**src/rtl/psk_pkg.sv**
```systemverilog
// Shared definitions for the PSK modulator: mode encoding, FSM states and the
// default constellation amplitude.
package psk_pkg;

    typedef enum logic {
        MODE_BPSK = 1'b0,
        MODE_QPSK = 1'b1
    } mode_t;

    typedef enum logic {
        IDLE = 1'b0,
        SEND = 1'b1
    } state_t;

    localparam int DEFAULT_AMP = 8192;

endpackage

```
**src/rtl/psk_symbol_map.sv**
```systemverilog
// Combinational constellation mapper: two bits (b_hi, b_lo) to signed I/Q.
// In BPSK only b_hi is used and drives both rails identically.
module psk_symbol_map
    import psk_pkg::*;
#(
    parameter int WIDTH = 16,
    parameter int AMP   = DEFAULT_AMP
) (
    input  logic                    mode,
    input  logic [1:0]              bits,
    output logic signed [WIDTH-1:0] i_sym,
    output logic signed [WIDTH-1:0] q_sym
);

    localparam logic signed [WIDTH-1:0] POS = WIDTH'(AMP);
    localparam logic signed [WIDTH-1:0] NEG = -POS;

    logic q_bit;

    always_comb begin
        q_bit = (mode == MODE_QPSK) ? bits[0] : bits[1];
        i_sym = bits[1] ? NEG : POS;
        q_sym = q_bit ? NEG : POS;
    end

endmodule

```
**src/rtl/psk_modulator.sv**
```systemverilog
// Byte-stream BPSK/QPSK modulator: each accepted byte becomes 8 (BPSK) or
// 4 (QPSK) symbols, MSB first, each held SPS cycles on registered I/Q outputs.
module psk_modulator
    import psk_pkg::*;
#(
    parameter int WIDTH = 16,
    parameter int SPS   = 4,
    parameter int AMP   = DEFAULT_AMP
) (
    input  logic                    clk,
    input  logic                    rst,
    input  logic                    mode,
    input  logic [7:0]              s_tdata,
    input  logic                    s_tvalid,
    output logic                    s_tready,
    output logic signed [WIDTH-1:0] I_tdata,
    output logic                    I_tvalid,
    output logic signed [WIDTH-1:0] Q_tdata,
    output logic                    Q_tvalid,
    output logic                    busy
);

    localparam int CW = (SPS > 1) ? $clog2(SPS) : 1;
    localparam logic [CW-1:0] SAMPLE_LAST = CW'(SPS - 1);

    state_t                  state;
    logic [CW-1:0]           sample_cnt;
    logic [2:0]              sym_cnt;
    logic [7:0]              shift_reg;
    logic                    mode_reg;

    logic                    accept;
    logic                    sample_last;
    logic                    sym_last;
    logic [2:0]              sym_max;
    logic [7:0]              shift_next;
    logic                    map_mode;
    logic [1:0]              map_bits;
    logic signed [WIDTH-1:0] map_i;
    logic signed [WIDTH-1:0] map_q;

    // One mapper serves both a freshly accepted byte and the next symbol of the current one.
    always_comb begin
        accept      = s_tvalid && s_tready;
        sample_last = (sample_cnt == SAMPLE_LAST);
        sym_max     = (mode_reg == MODE_QPSK) ? 3'd3 : 3'd7;
        sym_last    = (sym_cnt == sym_max);
        shift_next  = (mode_reg == MODE_QPSK) ? {shift_reg[5:0], 2'b00}
                                              : {shift_reg[6:0], 1'b0};
        map_mode    = accept ? mode : mode_reg;
        map_bits    = accept ? s_tdata[7:6] : shift_next[7:6];
    end

    psk_symbol_map #(
        .WIDTH (WIDTH),
        .AMP   (AMP)
    ) u_map (
        .mode  (map_mode),
        .bits  (map_bits),
        .i_sym (map_i),
        .q_sym (map_q)
    );

    always_ff @(posedge clk or negedge rst) begin
        if (!rst) begin
            state      <= IDLE;
            sample_cnt <= '0;
            sym_cnt    <= '0;
            shift_reg  <= '0;
            mode_reg   <= 1'b0;
            I_tdata    <= '0;
            Q_tdata    <= '0;
            I_tvalid   <= 1'b0;
            Q_tvalid   <= 1'b0;
            busy       <= 1'b0;
            s_tready   <= 1'b0;
        end else if (accept) begin
            state      <= SEND;
            mode_reg   <= mode;
            shift_reg  <= s_tdata;
            sample_cnt <= '0;
            sym_cnt    <= '0;
            I_tdata    <= map_i;
            Q_tdata    <= map_q;
            I_tvalid   <= 1'b1;
            Q_tvalid   <= 1'b1;
            busy       <= 1'b1;
            s_tready   <= 1'b0;
        end else if (state == IDLE) begin
            s_tready <= 1'b1;
        end else if (!sample_last) begin
            sample_cnt <= sample_cnt + CW'(1);
            s_tready   <= ((sample_cnt + CW'(1)) == SAMPLE_LAST) && sym_last;
        end else if (!sym_last) begin
            sample_cnt <= '0;
            sym_cnt    <= sym_cnt + 3'd1;
            shift_reg  <= shift_next;
            I_tdata    <= map_i;
            Q_tdata    <= map_q;
            s_tready   <= (SPS == 1) && ((sym_cnt + 3'd1) == sym_max);
        end else begin
            // Underflow: last sample sent and nothing offered.
            state      <= IDLE;
            sample_cnt <= '0;
            sym_cnt    <= '0;
            I_tdata    <= '0;
            Q_tdata    <= '0;
            I_tvalid   <= 1'b0;
            Q_tvalid   <= 1'b0;
            busy       <= 1'b0;
            s_tready   <= 1'b1;
        end
    end

endmodule

```
**config.mk**
```make
export PLATFORM = sky130hd
export DESIGN_NAME = psk_modulator
export DESIGN_NICKNAME = d
export VERILOG_FILES = /design/src/rtl/psk_pkg.sv /design/src/rtl/psk_symbol_map.sv /design/src/rtl/psk_modulator.sv
export SDC_FILE = /design/constraint.sdc
export NUM_CORES = 1
export LEC_CHECK = 0
export BUFFER_PORTS_ARGS = -buffer_cell sky130_fd_sc_hd__buf_2
export CAP_MARGIN = 0
export CORE_MARGIN = 2
export CORE_UTILIZATION = 49
export CTS_CLUSTER_DIAMETER = 30
export DETAILED_ROUTE_END_ITERATION = 7
export PLACE_DENSITY = 0.79
export SYNTH_ARGS = -nofsm -noshare
export SYNTH_HDL_FRONTEND = slang
export SYNTH_SLANG_ARGS = --single-unit
```
**constraint.sdc**
```tcl
create_clock -name clk -period 1.7 [get_ports clk]
set_input_delay 0 -clock clk [delete_from_list [all_inputs] [get_ports clk]]
set_output_delay 0 -clock clk [all_outputs]
set_load 0.1 [all_outputs]
```
==> impl_results.md, run 1 <==
- Num rows: 18
- Mux contribution to synthesized area: 7.157%
- Outcome: finished, final reports clean
- GR Util met2: 28.91%
- First-pass GRT wire length: 3870 um
- Fillers: 244
- Clock sink count: 19
- Finish-stage setup viols: 0
- Compound-gate portion of the synthesized area: 17.41%
- Worst-Skew Late Latency: 300 ps
- Critical path peak fanout: 11
- Hold crit path type: input port to flip-flop
- Overall Power: 2.918 mW
- Worst hold start: s_tdata[4]
- Max FFs per register: 7
- Residual DRC count: 0
- Syn Std Cell Area: 1294 um2
- Largest family of logic cells by synthesized area: buffers and inverters
- Longest Clk Path Bufs: 2
- Post-CTS Setup Bufs: 0
- Simple-gate share of the synthesized area: 10.44%
- CTS tree: built
- Synth-to-Final Area Change: 4.158%
- Sequential area share after synthesis: a little under two fifths
- Number of max-cap violations: 0
- Cell total after placement: 175
- Maximum VDD drop: 2.094 mV
- ANT cells: 0
- Footprint of the multi-input gates: about 620 um2
- Drt total wl: about 2400 um
- Port bufs: 21
- Gr busiest metal: met2
- Largest net degree at the start of global routing: 20
- Critical Path Sink Type: flip-flop
- Final weighted congestion in routability-driven placement: 0.7739
- F_max: about 0.65 GHz
- Initial cell density of the core: 51.75%
- Worst Path Arrival: roughly 1800 ps
- Max-slew headroom: 57.40%
- Ys Warns: 0
- WL/cell: 12.77 um
- Grt met3 use: between 4 and 5%
- Final cell count without fillers: between 150 and 200
- CTS Buf Count: 3
- I/O pin count: 48
- Root Buffer: clkbuf_4
- Post-DP HPWL: roughly 1700 um
- CP delay by family, top: simple AND/OR/NAND/NOR gates
- Layout cell share with drive strength beyond 1: 21.43%
- CP peak stage delay: 500 ps
- Critical Path Start Type: flip-flop
- Final nets: between 150 and 200
- Tmin final: 1533 ps
- Pwr dens: 2165 nW/um2
- H-tree depth: 1
- Synth Register Bits: 19
- Final antenna-violating net count: 0
- Vias: 968
- Final Max Slew Viols: 0
- Drt first pass iters: 4
- Via density: 5.261
- XOR/XNOR share of the synthesized area: 2.611%
- Crit-path slowest cell: or4_1
- Hold Path Cell Cnt: 3
- CP cell instances: ha_1 > inv_1 > or4_1 > a21oi_1
- Fin crit share: approximately nine tenths
- Post-Syn Area per Cell: 9.583 um2
- Critical Path RT: approximately 1900 ps
- CTS clk-pin slew, worst paths: around 110 ps
- Setup TNS: 0 ps
- First DRT Iteration DRCs: 20
- R2R Path Start: sym_cnt[0]$_DFFE_PN0P_
- Worst Path Buf+Inv: 1
- Met1 GRT Util: 17.50%
- Die H: 55.39 um
- Critical path class: flip-flop to flip-flop
- Worst Hold Path EP: shift_reg[4]$_DFFE_PN0P_
- Pleak: 0.6264 nW
- Clk_skew: 8.245 ps
- Yosys cell types: 32
- Worst-Margin Slew: 639.0 ps
- Die W: roughly 55 um
- Die ar.: between 3000 and 4000 um2
- Remaining Overflow, GRT: 0
- Post-Synth Adder-Cell Area: 2.901%
- RSZ-0062 raised after global routing: no
- Syn Inst Count: 135
- Worst R2R Path Depth: 4
- Vias in the first global route: 870
- Critical R2R Capture: sym_cnt[2]$_DFFE_PN0P_
- Register area: 476.7 um2
- Core Region: 2500 um2
- FF-to-FF setup slack: between 150 and 200 ps
- Final hold vios: 0
- Initial antenna violation count: 0
- GRT Overall Usage: 16.09%
-- timing repair --
item / 4_1_cts / 5_1_grt
hold buffers: 5 / 0
endpoints found under the hold margin: 23 / 0
gates resized for setup: 0 / 0
-- logic make-up (layout without fill, tap and decap cells) --
group                    count (synthesis)  after routing
AO/OA/AOI/OAI                           30             30
AND/OR/NAND/NOR                         28             28
flip-flops                              19             19
other                                    1             26
multiplexers                             9              9
adder cells (fa/ha/maj)                  3              3
XOR/XNOR                                 3              3
buffers and inverters                   42             36
-- per-layer routing --
layer | wire length [um] | up-vias
met2 | 1220 | 40
met1 | 949 | 468
met4 | 43 | 0
met3 | 137 | 5
met5 | 0 | -
li1 | - | 455
-- report_power, final --
part | leakage, nW | internal, mW | total (mW) | switching, mW
clock | 0.0150 | 0.0915 | 0.229 | 0.138
sequential | 0.219 | 0.657 | 0.842 | 0.185
combinational | 0.393 | 0.501 | 1.85 | 1.35
total | 0.626 | 1.25 | 2.92 | 1.67
-- metrics by stage --
stage	hold WS (ps)	utilization (%)	instance area [um2]	worst slack [ps]
2_1_floorplan	-295.6	-	1389	57.70
3_3_place_gp	-46.84	50.85	1271	247.8
3_5_place_dp	-39.26	50.85	1271	182.2
4_1_cts	19.08	53.90	1348	163.2
5_1_grt	34.47	53.90	1348	72.09
6_report	24.97	53.90	1348	167.0
-- worst register-to-register path, stage by stage (launching register included) --
cell and delay, ps:
dfrtp_1 380, ha_1 250, inv_1 190, or4_1 500
a21oi_1 150
-- worst max path at each step --
stage                         startpoint                       end  slack, ps  cells past startpoint
2_1_floorplan         s_tready$_DFF_PN0_    sym_cnt[0]$_DFFE_PN0P_         60                      5
3_3_place_gp   sample_cnt[0]$_DFFE_PN0P_  shift_reg[5]$_DFFE_PN0P_        250                      4
3_5_place_dp      sym_cnt[0]$_DFFE_PN0P_    sym_cnt[2]$_DFFE_PN0P_        180                      4
4_1_cts           sym_cnt[0]$_DFFE_PN0P_    sym_cnt[2]$_DFFE_PN0P_        160                      4
5_1_grt           sym_cnt[0]$_DFFE_PN0P_    sym_cnt[2]$_DFFE_PN0P_         70                      4
6_report          sym_cnt[0]$_DFFE_PN0P_    sym_cnt[2]$_DFFE_PN0P_        170                      4
-- final cells by class --
cell class,instances,area share (%)
Sequential cell,19,35.38
Multi-Input combinational cell,99,46.15
Timing Repair Buffer,28,12.63
Tap cell,30,2.786
Inverter,4,1.114
Clock buffer,4,1.950
-- synthesized netlist by cell type, drive strengths merged --
library cell | count | area [um2]
buf | 35 | 264.0
dfrtp | 19 | 475.5
nand2 | 11 | 43.80
a21oi | 7 | 38.79
mux2i | 7 | 70.07
o2111ai | 6 | 52.55
nand2b | 5 | 31.28
nor2 | 5 | 18.77
o311a | 5 | 50.05
inv | 4 | 15.01
o211ai | 4 | 30.03
o21ai | 4 | 20.02
clkbuf | 3 | 11.26
ha | 3 | 37.54
and2 | 2 | 12.51
mux2 | 2 | 22.52
nor3 | 2 | 10.01
xnor2 | 2 | 25.03
a21o | 1 | 7.510
a22o | 1 | 10.01
a22oi | 1 | 7.510
a2bb2oi | 1 | 8.760
conb | 1 | 3.750
nand3 | 1 | 5.000
nor2b | 1 | 6.260
or4 | 1 | 7.510
xor2 | 1 | 8.760
-- cell usage in the layout, fill, tap and decap left out, types with 2 or more instances in the layout --
cell	count
conb_1	26
clkbuf_4	3
o211ai_1	4
nor3_1	2
dfrtp_1	18
nor2_1	5
buf_2	21
inv_1	4
buf_4	2
mux2i_1	7
ha_1	3
a21oi_1	6
o311a_1	5
dlygate4sd3_1	5
nand2b_1	5
and2_1	2
nand2_1	10
o2111ai_1	6
mux2_2	2
o21ai_0	4
No activity file was read; power rests on OpenSTA's default activity.
==> run 2, diff against run 1 <==
--- a/config.mk
+++ b/config.mk
@@ -8,10 +8,11 @@
 export BUFFER_PORTS_ARGS = -buffer_cell sky130_fd_sc_hd__buf_2
 export CAP_MARGIN = 0
 export CORE_MARGIN = 2
-export CORE_UTILIZATION = 49
+export CORE_UTILIZATION = 44
 export CTS_CLUSTER_DIAMETER = 30
 export DETAILED_ROUTE_END_ITERATION = 7
-export PLACE_DENSITY = 0.79
+export PLACE_DENSITY = 0.75
+export SLEW_MARGIN = 30
 export SYNTH_ARGS = -nofsm -noshare
 export SYNTH_HDL_FRONTEND = slang
 export SYNTH_SLANG_ARGS = --single-unit
==> constraint.sdc (replaced) <==
create_clock -name clk -period 1.3 [get_ports clk]
set_input_delay 0 -clock clk [delete_from_list [all_inputs] [get_ports clk]]
set_output_delay 0 -clock clk [all_outputs]
set_load 0.1 [all_outputs]
==> run 2 against run 1 <==
Against the previous run:
- the run now ends with setup timing left
- clock skew decreased by 4.6 ps
- largest power group unchanged
- core utilization increased by 2.4 points
- largest cell class unchanged
- sequential power increased by 37%
- clock power increased by 31%
- global-route usage increased by 1.1 points
- clock-buffer cell count unchanged
==> impl_results.md, run 2 (synthesis results as in run 1) <==
- Outcome: finished with violations (was finished, final reports clean)
- Violated checks: setup timing
- Via density: 5.000 (was 5.261)
- Vias: 1020 (was 968)
- CTS clk-pin slew, worst paths: 110 ps (about the same)
- Die W: 58.23 um (was 55.39 um)
- RSZ-0062 raised after global routing: yes (was no)
- CTS Buf Count: 3 (unchanged)
- Final weighted congestion in routability-driven placement: 0.7621 (was 0.7739)
- Critical path peak fanout: 4 (was 11)
- Remaining Overflow, GRT: 0 (unchanged)
- I/O pin count: 48 (unchanged)
- Setup TNS: -8.151 ps (was 0 ps)
- R2R Path Start: sample_cnt[1]$_DFFE_PN0P_ (was sym_cnt[0]$_DFFE_PN0P_)
- Number of max-cap violations: 0 (unchanged)
- Critical path class: flip-flop to flip-flop (unchanged)
- Residual DRC count: 0 (unchanged)
- Initial antenna violation count: 0 (unchanged)
- Critical Path RT: 1530 ps (was 1930 ps)
- Num rows: 19 (was 18)
- GRT Overall Usage: 17.21% (was 16.09%)
- Worst-Skew Late Latency: 290 ps (was 300 ps)
- Most frequent cells in the layout: conb_1, buf_2, buf_4 (was conb_1, buf_2, dfrtp_1)
- Root Buffer: clkbuf_4 (unchanged)
- Critical Path Sink Type: flip-flop (unchanged)
- CTS tree: built (unchanged)
- Port bufs: 21 (unchanged)
- Worst hold start: s_tdata[3] (was s_tdata[4])
- Final antenna-violating net count: 0 (unchanged)
- First-pass GRT wire length: 4388 um (was 3870 um)
- WL/cell: 13.09 um (was 12.77 um)
- Drt first pass iters: 4 (unchanged)
- Worst Path Arrival: 1540 ps (was 1760 ps)
- Max FFs per register: 7 (unchanged)
- Pwr dens: 2842 nW/um2 (was 2165 nW/um2)
- Post-DP HPWL: 1907 um (was 1701 um)
- Die ar.: 3390 um2 (was 3068 um2)
- Finish-stage setup viols: 1 (was 0)
- Worst Slack Setup Final: -8.151 ps (was 167.0 ps)
- Vias in the first global route: 972 (was 870)
- Final hold vios: 0 (unchanged)
- Worst Hold Path EP: shift_reg[3]$_DFFE_PN0P_ (was shift_reg[4]$_DFFE_PN0P_)
- Most common cell after layout, fill and taps aside: conb_1 (unchanged)
- Final Max Slew Viols: 0 (unchanged)
- First DRT Iteration DRCs: 20 (unchanged)
- Drt total wl: 2670 um (was 2350 um)
- F_max: 0.7644 GHz (was 0.6523 GHz)
- Die H: 58.23 um (was 55.39 um)
- Layout cell share with drive strength beyond 1: 38.15% (was 21.43%)
- Clock sink count: 19 (unchanged)
- Maximum VDD drop: 3.170 mV (was 2.094 mV)
- Synth-to-Final Area Change: 20.99% (was 4.158%)
- Longest Clk Path Bufs: 2 (unchanged)
- Register area: 485.5 um2 (was 476.7 um2)
- Core Region: 2781 um2 (was 2500 um2)
- Hold crit path type: input port to flip-flop (unchanged)
- Pleak: 0.7223 nW (was 0.6264 nW)
- Worst R2R Path Depth: 4 (unchanged)
- Critical R2R Capture: sym_cnt[2]$_DFFE_PN0P_ (unchanged)
- Initial cell density of the core: 46.51% (was 51.75%)
- Final nets: 189 (was 170)
- Final Cell Area: 1565 um2 (was 1348 um2)
- H-tree depth: 1 (unchanged)
- ANT cells: 0 (unchanged)
- Fin crit share: 100.6% (was 90.18%)
- Hold Path Cell Cnt: 3 (unchanged)
- Critical Path Start Type: flip-flop (unchanged)
- Placement Cell Area: 1388 um2 (was 1271 um2)
- Footprint of the multi-input gates: 679.4 um2 (was 621.8 um2)
- Tmin final: 1308 ps (was 1533 ps)
- Clk_skew: 3.646 ps (was 8.245 ps)
- Largest net degree at the start of global routing: 26 (was 20)
- FF-to-FF setup slack: -8 ps (was 170 ps)
- Fillers: 264 (was 244)
## run 2: cell count changes in the layout (fill, tap and decap cells not counted), sizes merged
cell,change
buf,+19
## run 2: stage by stage
stage	utilization [%]	setup slack (ps)	std cells	hold WS, ps	power (mW)
finish	56.28	-8.151	204	32.19	4.448
global route	56.28	-75.47	204	46.89	4.734
global placement	49.89	-71.51	190	-41.48	3.796
detailed placement	49.89	-115.7	190	-34.19	3.868
floorplan	-	-206.7	160	-295.6	3.345
CTS	53.53	-4.535	199	14.85	4.250
## run 2: critical path: stages, from the launching register on
cell,delay [ps]
dfrtp_1,390
ha_2,230
nand2_4,80
or4_1,410
a21oi_1,130
## run 2: worst max path at each step
| stage | endpoint | from | slack [ps] | depth (start not counted) |
|---|---|---|---|---|
| after floorplan | shift_reg[2]$_DFFE_PN0P_ | s_tready$_DFF_PN0_ | -210 | 4 |
| after global placement | shift_reg[2]$_DFFE_PN0P_ | mode_reg$_DFF_PN0_ | -70 | 3 |
| after detailed placement | shift_reg[2]$_DFFE_PN0P_ | mode_reg$_DFF_PN0_ | -120 | 3 |
| after CTS | sym_cnt[2]$_DFFE_PN0P_ | sample_cnt[0]$_DFFE_PN0P_ | -5 | 4 |
| after global routing | shift_reg[4]$_DFFE_PN0P_ | mode_reg$_DFF_PN0_ | -80 | 3 |
| final | sym_cnt[2]$_DFFE_PN0P_ | sample_cnt[1]$_DFFE_PN0P_ | -8 | 4 |
## run 2: layout make-up
class | instances | area share (%)
timing repair buffer | 47 | 20.46
sequential | 19 | 31.02
clock buffer | 4 | 1.679
tap | 31 | 2.478
inverter | 4 | 0.9592
multi-input combinational | 99 | 43.41
## run 2: routing by layer
metal  up-vias  part of all wire (%)  track usage, %
li1        492                     -               -
met1       486                    42           20.14
met2        40                    52           30.84
met3         2                   5.2           3.348
met4         0                  0.79           6.645
met5         -                     0               0
## run 2: power by group
part / leakage [nW] / internal, mW / total, mW / switching, mW
Sequential: 0.215 / 0.874 / 1.15 / 0.273
Clock: 0.0150 / 0.119 / 0.301 / 0.181
Combinational: 0.493 / 1.08 / 3.00 / 1.92
Total: 0.722 / 2.08 / 4.45 / 2.37
## run 2: timing repair
action / CTS / global route
hold endpoints to repair: 23 / 0
endpoints found under the setup margin: 17 / 15
cloned: 0 / 0
hold buffers: 5 / 0
buffers inserted: 0 / 5
gates resized for setup: 7 / 9
pin swaps: 1 / 3
==> run 3, diff against run 2 <==
--- a/config.mk
+++ b/config.mk
@@ -10,8 +10,10 @@
 export CORE_MARGIN = 2
 export CORE_UTILIZATION = 44
 export CTS_CLUSTER_DIAMETER = 30
+export CTS_CLUSTER_SIZE = 10
 export DETAILED_ROUTE_END_ITERATION = 7
 export PLACE_DENSITY = 0.75
+export SETUP_SLACK_MARGIN = 0.05
 export SLEW_MARGIN = 30
 export SYNTH_ARGS = -nofsm -noshare
 export SYNTH_HDL_FRONTEND = slang
==> run 3 against run 2 <==
Against the previous run:
- the run still ends with setup timing left
- flip-flop and latch count unchanged
- via count unchanged
- worst setup slack improved by 2.3 ps
- critical path depth unchanged
- clock power about the same
- sequential power about the same
- combinational power about the same
- fmax increased by 0.18%
- die area unchanged
- cell count decreased by 1.5%
- non-clock buffer count decreased by 3
- critical path type unchanged
- critical endpoint unchanged
==> impl_results.md, run 3 (synthesis results as in run 1) <==
- Initial antenna violation count: 0 (unchanged)
- Worst Slack Setup Final: -5.829 ps (was -8.151 ps)
- Tmin final: 1306 ps (was 1308 ps)
- F_max: 0.7658 GHz (was 0.7644 GHz)
- RSZ-0062 raised after global routing: yes (unchanged)
- P_int: 2.073 mW (was 2.077 mW)
- GRT Overall Usage: 16.39% (was 17.21%)
- Placement Cell Area: 1380 um2 (was 1388 um2)
- Outcome: finished with violations (unchanged)
- Num rows: 19 (unchanged)
- Maximum VDD drop: 3.087 mV (was 3.170 mV)
- Remaining Overflow, GRT: 0 (unchanged)
- I/O pin count: 48 (unchanged)
- Final antenna-violating net count: 0 (unchanged)
- Final nets: 186 (was 189)
- Die H: 58.23 um (unchanged)
- Critical Path RT: 1540 ps (was 1530 ps)
- Worst-Skew Late Latency: 300 ps (was 290 ps)
- CTS clk-pin slew, worst paths: 110 ps (about the same)
- Core Region: 2781 um2 (unchanged)
- Sequential share of power: 25.8% (about the same)
- Clock sink count: 19 (unchanged)
- Pwr dens: 2831 nW/um2 (was 2842 nW/um2)
- First-pass GRT wire length: 4243 um (was 4388 um)
- Drt first pass iters: 4 (unchanged)
- Number of max-cap violations: 0 (unchanged)
- WL/cell: 12.69 um (was 13.09 um)
- FF-to-FF setup slack: -6 ps (was -8 ps)
- WHS: 38.65 ps (was 32.19 ps)
- Layout cell share with drive strength beyond 1: 40.00% (was 38.15%)
- Setup TNS: -8.609 ps (was -8.151 ps)
- Critical Path Start Type: flip-flop (unchanged)
- Cell total after placement: 189 (was 190)
- Final weighted congestion in routability-driven placement: 0.8083 (was 0.7621)
- Sw power: 2.419 mW (was 2.371 mW)
- Residual DRC count: 0 (unchanged)
- Hold crit path type: input port to flip-flop (unchanged)
- Vias: 1020 (unchanged)
- Clk_skew: 7.061 ps (was 3.646 ps)
- Critical Path Sink Type: flip-flop (unchanged)
- Drt total wl: 2550 um (was 2670 um)
- Worst Path Arrival: 1540 ps (about the same)
- Post-layout util: 57.04% (was 56.28%)
- Largest net degree at the start of global routing: 26 (unchanged)
- Pleak: 0.7272 nW (was 0.7223 nW)
- Combinational share of power: 67.6% (was 67.4%)
- R2R Path Start: sym_cnt[0]$_DFFE_PN0P_ (was sample_cnt[1]$_DFFE_PN0P_)
- Worst R2R Path Depth: 4 (unchanged)
- Die W: 58.23 um (unchanged)
- ANT cells: 0 (unchanged)
- First DRT Iteration DRCs: 28 (was 20)
- Most common cell after layout, fill and taps aside: conb_1 (unchanged)
- Violated checks: setup timing (unchanged)
- CTS Buf Count: 3 (unchanged)
- Post-DP HPWL: 1803 um (was 1907 um)
- Port bufs: 21 (unchanged)
- H-tree depth: 1 (unchanged)
- Max FFs per register: 7 (unchanged)
- Worst hold start: s_tdata[2] (was s_tdata[3])
- Clk pwr share: 6.6% (was 6.8%)
- CTS tree: built (unchanged)
- Most frequent cells in the layout: conb_1, buf_2, buf_4 (unchanged)
- Sw frac: 53.86% (was 53.32%)
- Placement Setup Slack: -119.3 ps (was -115.7 ps)
- Final hold vios: 0 (unchanged)
- Critical path class: flip-flop to flip-flop (unchanged)
- Fin crit share: 100.4% (was 100.6%)
- Final Cell Area: 1587 um2 (was 1565 um2)
- Critical path peak fanout: 4 (unchanged)
- Die ar.: 3390 um2 (unchanged)
- Overall Power: 4.492 mW (was 4.448 mW)
- Critical R2R Capture: sym_cnt[2]$_DFFE_PN0P_ (unchanged)
- Fillers: 259 (was 264)
- Final Max Slew Viols: 0 (unchanged)
- Hold Path Cell Cnt: 3 (unchanged)
- Vias in the first global route: 1004 (was 972)
- Longest Clk Path Bufs: 2 (unchanged)
- Root Buffer: clkbuf_4 (unchanged)
- Initial cell density of the core: 46.51% (unchanged)
- Final cell count without fillers: 201 (was 204)
- Worst Hold Path EP: shift_reg[2]$_DFFE_PN0P_ (was shift_reg[3]$_DFFE_PN0P_)
- Via density: 5.075 (was 5.000)
- Finish-stage setup viols: 2 (was 1)
- Synth-to-Final Area Change: 22.63% (was 20.99%)
-- run 3: changes by cell type in the layout (fill, tap and decap cells not counted), moves of 2 or more --
| cell | before | now |
|---|---|---|
| buf_4 | 19 | 13 |
| buf_6 | 2 | 5 |
| o21ai_0 | 3 | 1 |
| o21ai_1 | 1 | 3 |
-- run 3: power by group through the flow --
stage | Clock, mW | Combinational (mW) | Sequential, mW
after floorplan | 0 | 1.88 | 1.47
after global placement | 0 | 2.65 | 1.09
after detailed placement | 0 | 2.71 | 1.11
after CTS | 0.311 | 2.80 | 1.13
after global routing | 0.351 | 3.25 | 1.19
final | 0.298 | 3.03 | 1.16
-- run 3: metal layers --
layer	vias to the layer above	global-route usage, %	part of all wire [%]
met2	37	30.36	53
li1	485	-	-
met3	2	4.688	5.7
met4	0	3.987	0.78
met1	496	18.35	41
met5	-	0	0
-- run 3: worst max-delay path, cell delays in order, from the launching register on --
cell and delay (ps):
dfrtp_1 410, ha_4 160, inv_2 60, or4_1 490, a21oi_2 130
-- run 3: timing repair --
action                                  in CTS  in global routing
buffers inserted                             1                  2
endpoints found under the setup margin      17                 17
resized for setup                            8                 19
hold endpoints to repair                    23                  0
cloned                                       0                  0
pin swaps                                    2                 13
hold buffers                                 5                  0
-- run 3: worst max-delay path by stage --
stage | startpoint | to | slack [ps] | depth (start not counted)
after floorplan | s_tready$_DFF_PN0_ | shift_reg[2]$_DFFE_PN0P_ | -210 | 4
after global placement | sample_cnt[0]$_DFFE_PN0P_ | sym_cnt[0]$_DFFE_PN0P_ | -80 | 4
after detailed placement | sample_cnt[0]$_DFFE_PN0P_ | Q_tdata[14]$_DFFE_PN0P_ | -120 | 4
after CTS | sym_cnt[1]$_DFFE_PN0P_ | sym_cnt[2]$_DFFE_PN0P_ | -20 | 4
after global routing | mode_reg$_DFF_PN0_ | shift_reg[4]$_DFFE_PN0P_ | -70 | 4
final | sym_cnt[0]$_DFFE_PN0P_ | sym_cnt[2]$_DFFE_PN0P_ | -6 | 4
-- run 3: cell type report --
class | instances | area, um2 | area share [%]
multi-input combinational | 99 | 709.4 | 44.72
sequential | 19 | 486.7 | 30.68
timing repair buffer | 44 | 309.0 | 19.48
tap | 31 | 38.79 | 2.445
clock buffer | 3 | 22.52 | 1.420
inverter | 4 | 15.01 | 0.9464
clock inverter | 1 | 5.005 | 0.3155
